**config.mk**
```make
export PLATFORM = sky130hd
export DESIGN_NAME = div_share_arb
export DESIGN_NICKNAME = d
export VERILOG_FILES = /design/src/rtl/div_share_arb.sv
export SDC_FILE = /design/constraint.sdc
export NUM_CORES = 1
export LEC_CHECK = 0
export CORE_MARGIN = 3
export CORE_UTILIZATION = 36
export DETAILED_ROUTE_END_ITERATION = 8
export GPL_TIMING_DRIVEN = 0
export PLACE_DENSITY = 0.94
export SETUP_SLACK_MARGIN = 0.02
export SYNTH_ARGS = -nofsm -noshare
export SYNTH_HDL_FRONTEND = slang
export SYNTH_SLANG_ARGS = --single-unit
```
**constraint.sdc**
```tcl
create_clock -name clk -period 2.51 [get_ports clk]
set_input_delay 0.251 -clock clk [delete_from_list [all_inputs] [get_ports clk]]
set_output_delay 0.251 -clock clk [all_outputs]
set_load 0.02 [all_outputs]
```
**src/rtl/div_share_arb.sv**
```systemverilog
// div_share_arb: round-robin sequencer that shares one iterative 16-bit
// divider among N requesters. It accepts an operand bundle, pulses the divider
// start, waits for done and returns a one-cycle response to the owner.
// Optional build macro: DIV_TIMEOUT_EN adds a WAIT-state watchdog that
// answers with rsp_err=1 after TIMEOUT cycles without div_done.
module div_share_arb #(
    parameter int N       = 4,
    parameter int IDW     = 2,
    parameter int TIMEOUT = 15
) (
    input  logic              clk,
    input  logic              rst,
    input  logic [N-1:0]      req_valid,
    output logic [N-1:0]      req_ready,
    input  logic [16*N-1:0]   req_in0,
    input  logic [16*N-1:0]   req_in1,
    input  logic [4*N-1:0]    req_shift,
    output logic [N-1:0]      rsp_valid,
    output logic [IDW-1:0]    rsp_id,
    output logic [15:0]       rsp_data,
    output logic              rsp_err,
    output logic              busy,
    output logic              div_once,
    output logic [15:0]       div_in0,
    output logic [15:0]       div_in1,
    output logic [3:0]        div_shift,
    input  logic              div_done,
    input  logic [15:0]       div_out
);

    localparam int unsigned NU = N;

    typedef enum logic [1:0] {IDLE, ISSUE, WAIT} state_t;

    state_t         state, state_nxt;
    logic [IDW-1:0] last, owner, gnt, cand;
    logic           gnt_any, accept, tmo, fin;
    logic [15:0]    sel_in0, sel_in1;
    logic [3:0]     sel_shift;

    if (N < 2 || N > 8 || (1 << IDW) < N || TIMEOUT < 1) begin : g_cfg_check
        $error("div_share_arb: invalid N/IDW/TIMEOUT combination");
    end

    // round-robin search starting just after the last granted requester
    always_comb begin
        gnt     = '0;
        gnt_any = 1'b0;
        cand    = '0;
        for (int unsigned k = 1; k <= NU; k++) begin
            cand = IDW'((32'(last) + k) % NU);
            if (!gnt_any && req_valid[cand]) begin
                gnt     = cand;
                gnt_any = 1'b1;
            end
        end
    end

    // operand mux for the granted requester
    always_comb begin
        sel_in0   = '0;
        sel_in1   = '0;
        sel_shift = '0;
        for (int unsigned k = 0; k < NU; k++) begin
            if (gnt == IDW'(k)) begin
                sel_in0   = req_in0[16*k +: 16];
                sel_in1   = req_in1[16*k +: 16];
                sel_shift = req_shift[4*k +: 4];
            end
        end
    end

    // FSM state register
    always_ff @(posedge clk or posedge rst) begin
        if (rst) state <= IDLE;
        else     state <= state_nxt;
    end

    // FSM next-state logic
    always_comb begin
        state_nxt = state;
        case (state)
            IDLE:    if (accept) state_nxt = ISSUE;
            ISSUE:   state_nxt = WAIT;
            WAIT:    if (fin) state_nxt = IDLE;
            default: state_nxt = IDLE;
        endcase
    end

    // FSM outputs: grant is only offered while IDLE, start pulse is the ISSUE cycle
    always_comb begin
        req_ready = '0;
        for (int unsigned k = 0; k < NU; k++) begin
            req_ready[k] = (state == IDLE) && gnt_any && (gnt == IDW'(k));
        end
        busy     = (state != IDLE);
        div_once = (state == ISSUE);
    end

    assign accept = |(req_valid & req_ready);
    assign fin    = (state == WAIT) && (div_done || tmo);

    // operand capture, round-robin pointer and response registers
    always_ff @(posedge clk or posedge rst) begin
        if (rst) begin
            last      <= IDW'(N - 1);
            owner     <= '0;
            div_in0   <= '0;
            div_in1   <= '0;
            div_shift <= '0;
            rsp_valid <= '0;
            rsp_id    <= '0;
            rsp_data  <= '0;
        end else begin
            rsp_valid <= '0;
            if (accept) begin
                div_in0   <= sel_in0;
                div_in1   <= sel_in1;
                div_shift <= sel_shift;
                owner     <= gnt;
                last      <= gnt;
            end
            if (fin) begin
                rsp_valid[owner] <= 1'b1;
                rsp_id           <= owner;
                rsp_data         <= div_done ? div_out : '0;
            end
        end
    end

`ifdef DIV_TIMEOUT_EN
    localparam int CW = $clog2(TIMEOUT + 1);

    logic [CW-1:0] tmo_cnt;

    // watchdog counts WAIT cycles and restarts on every entry to WAIT
    always_ff @(posedge clk or posedge rst) begin
        if (rst)                 tmo_cnt <= '0;
        else if (state != WAIT)  tmo_cnt <= '0;
        else                     tmo_cnt <= tmo_cnt + 1'b1;
    end

    // fires on the TIMEOUT-th WAIT cycle; a real done in that cycle wins
    assign tmo = (state == WAIT) && !div_done && (tmo_cnt == CW'(TIMEOUT - 1));

    // error flag travels with the response pulse
    always_ff @(posedge clk or posedge rst) begin
        if (rst)      rsp_err <= 1'b0;
        else if (fin) rsp_err <= !div_done;
    end
`else
    assign tmo     = 1'b0;
    assign rsp_err = 1'b0;
`endif

endmodule

```
======== Word level (Yosys, flattened, before mapping) ========
Cells that the tools add are included.
cells by class
  add/sub/neg operators ................... 4
  order comparisons ....................... 6
  equal/unequal tests ..................... 7
  mux-type cells .......................... 35
  bitwise operators ....................... 1
  reductions and logical operators ........ 18
operators by type and width
  cell                                                                           number
  16-bit two-way mux                                                             9
  4-bit two-way mux                                                              5
  2-bit by 3-bit less-than comparator with 1-bit output (second input constant)  5
  2-bit two-way mux                                                              6
  1-bit logical AND                                                              10
  1-bit two-way mux                                                              9
  1-bit binary-select mux with 2-bit select                                      4
  2-bit == test (second input constant)                                          3
  2-bit case mux with 3 select lines                                             1
  2-bit by 1-bit adder with 2-bit output (second input constant)                 2
  2-bit adder (second input constant)                                            2
  4-bit bitwise AND                                                              1
  2-bit by 1-bit == test with 1-bit output (second input constant)               2
  2-bit logical NOT                                                              2
  2-bit inequality test (second input constant)                                  2
  4-bit OR reduction                                                             1
  1-bit logical NOT                                                              3
  1-bit demux with 2-bit select                                                  1
  2-bit by 1-bit >= comparator with 1-bit output (second input constant)         1
  2-bit AND reduction                                                            1
  2-bit nonzero test                                                             1
storage, ports and cells
  bits in registers ....................... 64
  output and inout port bits .............. 65

======== Logic depth before layout (Yosys ltp) ========
Gate-level depths: netlist (run 1).
  depth after elaboration ................. 19
  mapped depth ............................ 7
  gate-level depth less buffers ........... 5

======== Least setup slack after synthesis (run 1) ========
OpenSTA, ideal clock, no wires.
  path kind ............................... register to output
  from .................................... register state[1]
  to ...................................... output req_ready[0]
  arrival ................................. 1.863 ns
  data required time ...................... 2.259 ns
  path slack .............................. 0.396 ns
  stages on the path, launching flop included .. 8
  path buffers ............................ 3
  path through ............................ dfrtp_1 or2_1 a31o_1 buf_2 a211o_1 buf_6 buf_6 nor2_1
on the way
  cells in the longest elaborated chain, start to end .. 3
ends and longest elaborated chain
  what                            line  RTL
  start, declared                 35    state_t state, state_nxt;
  start signal, assigned          76    else state <= state_nxt;
  2-bit logical NOT               94    req_ready[k] = (state == IDLE) && gnt_any && (gnt == IDW'(k));
  1-bit logical AND (2 in a row)  94
  end, declared                   14    output logic [N-1:0] req_ready,
No other way between the ends.

======== Worst setup path in the final report (run 1) ========
  from .................................... register state[1]
  to ...................................... output req_ready[3]
The elaborated chain is that of the path after synthesis.

==> impl_metrics.py, run 1 <==
metrics = {
    "placement": {
        "placed_cell_area_um2": 5862,
        "pre_cts_slack_ns": -0.3477,
        "portBuffers": 230,
        "place.gp.congestion": 0.7891,
        "hpwl_um": 10150,
    },
    "routing": {
        "wl_um": 12680,
        "drc": 0,
        "drt_first_pass_iters": 4,
        "wl_per_cell_um": 18.48,
        "num_vias": 3546,
        "drtIter0Drc": 141,
        "viasPerCell": 5.169,
        "drtAntennaViolNets": 0,
    },
    "critical_path": {
        "critical_path_class": "reg2out",
        "crit_path_start_kind": "flop",
        "crit_family": "buffers and inverters",
        "cp.arrival_ns": 2.15,
        "critPathCaptureType": "output pin",
        "crit_required_ns": 2.26,
        "crit_chain": "or2_1 > a31o_1 > buf_4 > inv_1 > buf_6 > nand2_1 > nor2_1 > clkdlybuf4s15_2",
        "crit_path_max_fanout": 10,
        "critPathSlowestCell": "dfrtp_1",
        "cp_num_buf_inv": 4,
        "rrSetupSlack_ns": 0.49,
        "r2r_start": "last[1]",
        "crit_start": "state[1]",
        "cpPeakStageDelay_ns": 0.38,
    },
    "floorplan": {
        "fp.dieH_um": 103.2,
        "dieArea_um2": 10660,
        "die-width_um": 103.2,
        "core-area_um2": 8934,
        "rows": 34,
        "start_util_pct": 38.11,
        "ios": 232,
    },
    "clocking": {
        "tritoncts": "yes",
        "clk_pin_slew_ns": 0.08,
        "worstSkewPairLatency_ns": 0.34,
        "cts_buffers": 9,
        "htree_levels": 3,
        "max-clock-path-buffers": 2,
        "clock_sinks": 64,
        "root_buffer": "clkbuf_8",
        "ctsHoldBuffers": 0,
    },
    "logic_synthesis": {
        "ys_seq_elements": 64,
        "muxShareOfSynthArea_pct": 21.68,
        "ys_seq_area_share_pct": 47.12,
        "yosysWarnings": 0,
        "yosys.area_share.xor_xnor_pct": 0,
        "synthSimpleGateAreaFrac_pct": 13.41,
        "syn_nets": 495,
        "syn_area_um2": 3405,
        "synth_top_family_by_area": "multiplexers",
        "synth-compound-area-share_pct": 13.01,
        "synth_adder_area_share_pct": 0,
        "syn_inst": 328,
        "ys_types": 31,
        "syn_avg_cell_area_um2": 10.38,
    },
    "grt": {
        "grt_usage_pct": 22.95,
        "grt_overflow": 0,
        "grt_pass1_wl_um": 18660,
        "antenna_found_initial": 0,
        "grt_max_degree": 37,
        "grt_pass1_vias": 3778,
    },
    "timing": {
        "finalSetupViolCount": 0,
        "slew_violations": 0,
        "hold_violations": 0,
        "worst_pin_slew_ns": 0.6741,
        "fin_ws_ns": 0.1130,
        "skew_ns": 0.009397,
        "rsz0062_at_grt": "false",
        "period_share_pct": 95.50,
        "achievable-frequency_mhz": 417.2,
        "relSlewSlack_pct": 54.99,
        "min_period_ns": 2.397,
    },
    "hold_path": {
        "hold_path_class": "in2async",
    },
    "final_layout": {
        "syn_to_final_growth_pct": 80.23,
        "antenna_cells": 0,
        "nets": 740,
        "drive_above_1_share_pct": 10.55,
        "postLayoutCellArea_um2": 6136,
    },
    "power_and_ir_drop": {
        "p_sw_share_pct": 41.41,
        "leakagePower_nw": 2.737,
        "p_per_area_nw_per_um2": 1096,
        "power_switching_w": 0.002784,
        "pwr-share-seq_pct": 26.9,
        "peakVddDrop_mv": 0.4895,
        "intPower_w": 0.003938,
        "comb_power_share_pct": 59.5,
        "power_frac_clock_pct": 13.6,
    },
    "outcome": {
        "outcome": "finished, final reports clean",
    },
    "run": {
        "cap_violations": 0,
    },
}
## final cells by class
class | count | area (um^2)
fillers | 674 | 2798
repair buffers | 236 | 2360
multi-input cells | 235 | 1669
flip-flops and latches | 64 | 1604
plain buffers | 23 | 147.6
clock buffers | 10 | 137.6
well taps | 108 | 135.1
clock inverters | 6 | 67.56
inverters | 4 | 15.01
## per-stage QoR
stage / TNS (ns) / hold slack (ns) / power, W / std cells / utilization (%)
after floorplan: 0 / 0.3564 / 0.004010 / 328 / -
after global placement: -27.55 / 0.4594 / 0.005611 / 666 / 65.39
after detailed placement: -1.057 / 0.4623 / 0.005748 / 667 / 65.62
after CTS: 0 / 0.3466 / 0.006765 / 686 / 68.52
after global routing: 0 / 0.3628 / 0.007134 / 686 / 68.68
final: 0 / 0.3394 / 0.006722 / 686 / 68.68
## what timing repair did
| item | 4_1_cts | 5_1_grt |
|---|---|---|
| buffers inserted | 4 | 1 |
| setup endpoints to repair | 4 | 4 |
| gates resized for setup | 19 | 4 |
| pin swaps | 1 | 1 |
## sequential cells by signal, summed over array words and instances (netlist names)
| name | flops |
|---|---|
| div_in0 | 16 |
| div_in1 | 16 |
| rsp_data | 16 |
| div_shift | 4 |
| rsp_valid | 4 |
| last | 2 |
| owner | 2 |
| rsp_id | 2 |
| state | 2 |
## per-layer routing
metal | up-vias | part of all wire, % | global-route usage, %
met5 | - | 0 | 0
met4 | 0 | 2.2 | 7.769
met3 | 25 | 7.9 | 6.506
met2 | 159 | 53 | 42.43
met1 | 1696 | 37 | 25.09
li1 | 1666 | - | -
## cells by family after synthesis
| kind of cell | count (synthesis) |
|---|---|
| buffers and inverters | 29 |
| AO/OA/AOI/OAI | 51 |
| multiplexers | 73 |
| flip-flops | 64 |
| other | 1 |
| AND/OR/NAND/NOR | 110 |
## path summary, 6_finish.rpt
| kind | endpoint | depth (start not counted) |
|---|---|---|
| worst min register to register | rsp_data[10] | 2 |
| max in group asynchronous | last[0] | 3 |
| worst min-delay path | div_in0[11] | 2 |
| worst max-delay path | req_ready[3] | 8 |
| min in group clk | rsp_data[7] | 3 |
| worst max register to register | div_in1[5] | 6 |
## cells in the final DEF, fill, tap and decap left out, types with 2 or more instances in the layout
cell	n
o22ai_1	7
mux2_2	6
buf_4	10
nand2b_1	2
buf_6	4
nor3b_1	2
o21a_1	2
clkbuf_8	10
dfstp_2	2
buf_2	7
nand3b_1	2
dfrtp_1	62
and3_1	2
a21oi_1	6
o221ai_2	7
inv_1	3
dlygate4sd2_1	2
o221ai_1	23
nor2b_1	2
nor2_1	5
nand2_1	89
clkbuf_1	7
clkinvlp_4	2
clkdlybuf4s50_1	226
mux2i_1	67
## synth_stat cells, drive strengths merged
master | instances | area share [%]
buf | 18 | 3.5
a21oi | 7 | 1.0
and3 | 2 | 0.37
and3b | 1 | 0.26
nand3b | 2 | 0.44
o21a | 2 | 0.44
a31o | 1 | 0.26
dfrtp | 62 | 46
a31oi | 1 | 0.37
nor3b | 2 | 0.44
or2 | 2 | 0.37
o21ai | 1 | 0.15
mux2i | 67 | 20
nor2 | 6 | 0.66
conb | 1 | 0.11
nand2b | 3 | 0.55
a211o | 1 | 0.26
clkbuf | 7 | 0.77
nor3 | 1 | 0.15
dfstp | 2 | 1.5
inv | 4 | 0.44
o22ai | 7 | 1.3
o221ai | 30 | 9.0
mux2 | 6 | 2.0
a21o | 1 | 0.22
nor2b | 2 | 0.37
nand2 | 89 | 9.8
## power by group through the flow
stage          clock network [W]  registers (W)  logic (W)
2_1_floorplan                  0        0.00232    0.00169
3_5_place_dp                   0        0.00183    0.00391
5_1_grt                 0.000971        0.00187    0.00429
4_1_cts                 0.000938        0.00181    0.00401
6_report                0.000912        0.00181    0.00400
3_3_place_gp                   0        0.00180    0.00381
Note: power is estimated with default switching activity, not from simulation.
==> run 2: changes to the inputs <==
--- a/config.mk
+++ b/config.mk
@@ -5,6 +5,7 @@
 export SDC_FILE = /design/constraint.sdc
 export NUM_CORES = 1
 export LEC_CHECK = 0
+export CAP_MARGIN = 20
 export CORE_MARGIN = 3
 export CORE_UTILIZATION = 36
 export DETAILED_ROUTE_END_ITERATION = 8
==> run 2 against run 1 <==
Non-clock buffer count stayed put. Cell area stayed put. First-iteration DRC count stayed put. Critical endpoint unchanged.
==> impl_metrics.py, run 2 (same netlist as run 1, synthesis figures left out) <==
metrics = {
    "clocking": {
        "max-clock-path-buffers": 2,
        "clk_pin_slew_ns": 0.08,
        "root_buffer": "clkbuf_8",
        "htree_levels": 3,
        "cts_buffers": 9,
        "tritoncts": "yes",
        "worstSkewPairLatency_ns": 0.34,
        "clock_sinks": 64,
        "ctsHoldBuffers": 0,
    },
    "placement": {
        "placed_cells": 667,
        "portBuffers": 230,
        "hpwl_um": 10150,
        "place.gp.congestion": 0.7891,
        "placed_cell_area_um2": 5862,
    },
    "timing": {
        "skew_ns": 0.009397,
        "worst_pin_slew_ns": 0.6741,
        "relSlewSlack_pct": 54.99,
        "min_period_ns": 2.397,
        "period_share_pct": 95.50,
        "rsz0062_at_grt": "false",
        "achievable-frequency_mhz": 417.2,
        "finalSetupViolCount": 0,
        "slew_violations": 0,
        "hold_violations": 0,
    },
    "critical_path": {
        "crit_required_ns": 2.26,
        "cp.arrival_ns": 2.15,
        "critical_path_class": "reg2out",
        "crit_path_start_kind": "flop",
        "crit_path_max_fanout": 10,
        "critPathCaptureType": "output pin",
    },
    "routing": {
        "drt_first_pass_iters": 4,
        "drtAntennaViolNets": 0,
        "num_vias": 3546,
        "drc": 0,
        "drtIter0Drc": 141,
        "wl_per_cell_um": 18.48,
        "wl_um": 12680,
        "viasPerCell": 5.169,
    },
    "floorplan": {
        "fp.dieH_um": 103.2,
        "rows": 34,
        "die-width_um": 103.2,
        "core-area_um2": 8934,
        "dieArea_um2": 10660,
        "start_util_pct": 38.11,
        "ios": 232,
    },
    "power_and_ir_drop": {
        "power_w": 0.006722,
        "p_per_area_nw_per_um2": 1096,
        "peakVddDrop_mv": 0.4895,
        "leakagePower_nw": 2.737,
    },
    "final_layout": {
        "reg_top3": "div_in0 (16), div_in1 (16), rsp_data (16)",
        "syn_to_final_growth_pct": 80.23,
        "final_cells": 686,
        "final_cell_mix": "clkdlybuf4s50_1 (226), nand2_1 (89), mux2i_1 (67), dfrtp_1 (62), o221ai_1 (23)",
        "drive_above_1_share_pct": 10.55,
        "antenna_cells": 0,
        "nets": 740,
        "postLayoutCellArea_um2": 6136,
        "layout_commonest_cell": "clkdlybuf4s50_1",
    },
    "grt": {
        "grt_usage_pct": 22.95,
        "antenna_found_initial": 0,
        "grt_overflow": 0,
        "grt_pass1_vias": 3778,
        "grt_max_degree": 37,
        "grt_pass1_wl_um": 18660,
    },
    "outcome": {
        "outcome": "finished, final reports clean",
    },
    "run": {
        "cap_violations": 0,
    },
    "hold_path": {
        "hold_path_class": "in2async",
    },
}
==> run 2: cell counts in the layout (fill, tap and decap cells not counted) <==
Identical to the previous run, type by type.
==> run 2: repair_timing <==
| item | CTS | global route |
|---|---|---|
| gates resized for setup | 19 | 4 |
| pin swaps | 1 | 1 |
| cloned | 0 | 0 |
| setup endpoints to repair | 4 | 4 |
| buffers inserted | 4 | 1 |
==> run 2: final cells by class <==
type                            count  area [um^2]
Sequential cell                    64         1604
Fill cell                         674         2798
Inverter                            4        15.01
Timing Repair Buffer              236         2360
Clock inverter                      6        67.56
Tap cell                          108        135.1
Multi-Input combinational cell    235         1669
Buffer                             23        147.6
Clock buffer                       10        137.6
==> run 2: stage by stage <==
| stage | setup TNS (ns) | worst slack [ns] | utilization, % | hold slack (ns) |
|---|---|---|---|---|
| after floorplan | 0 | 0.3958 | - | 0.3564 |
| after global placement | -27.55 | -0.4323 | 65.39 | 0.4594 |
| after detailed placement | -1.057 | -0.3477 | 65.62 | 0.4623 |
| after CTS | 0 | 0.01746 | 68.52 | 0.3466 |
| after global routing | 0 | 0.02113 | 68.68 | 0.3628 |
| final | 0 | 0.1130 | 68.68 | 0.3394 |
==> run 2: power breakdown <==
group	internal, W	total (W)	switching, W
sequential	0.00153	0.00181	0.000277
combinational	0.00192	0.00400	0.00208
clock	0.000489	0.000912	0.000424
total	0.00394	0.00672	0.00278
==> run 2: final timing paths <==
kind                                    from           end  slack (ns)  cells after the start
worst max-delay path                state[1]  req_ready[3]        0.11                      8
worst min-delay path                     rst   div_in0[11]        0.34                      2
worst max register to register       last[1]    div_in1[5]        0.49                      6
worst min register to register  rsp_data[10]  rsp_data[10]        0.48                      2
max in group asynchronous                rst       last[0]        1.48                      3
min in group clk                  div_out[7]   rsp_data[7]        0.43                      3
==> run 2: per-layer routing <==
layer / global-route usage [%] / wire, um
met5: 0 / 0
met4: 7.769 / 282
met3: 6.506 / 997
met2: 42.43 / 6755
met1: 25.09 / 4641
==> run 2: worst max-delay path, stage by stage, from the launching register on <==
cell and delay [ns]:
dfrtp_1 0.38, or2_1 0.26, a31o_1 0.19, buf_4 0.16
inv_1 0.15, buf_6 0.16, nand2_1 0.10, nor2_1 0.12
clkdlybuf4s15_2 0.28
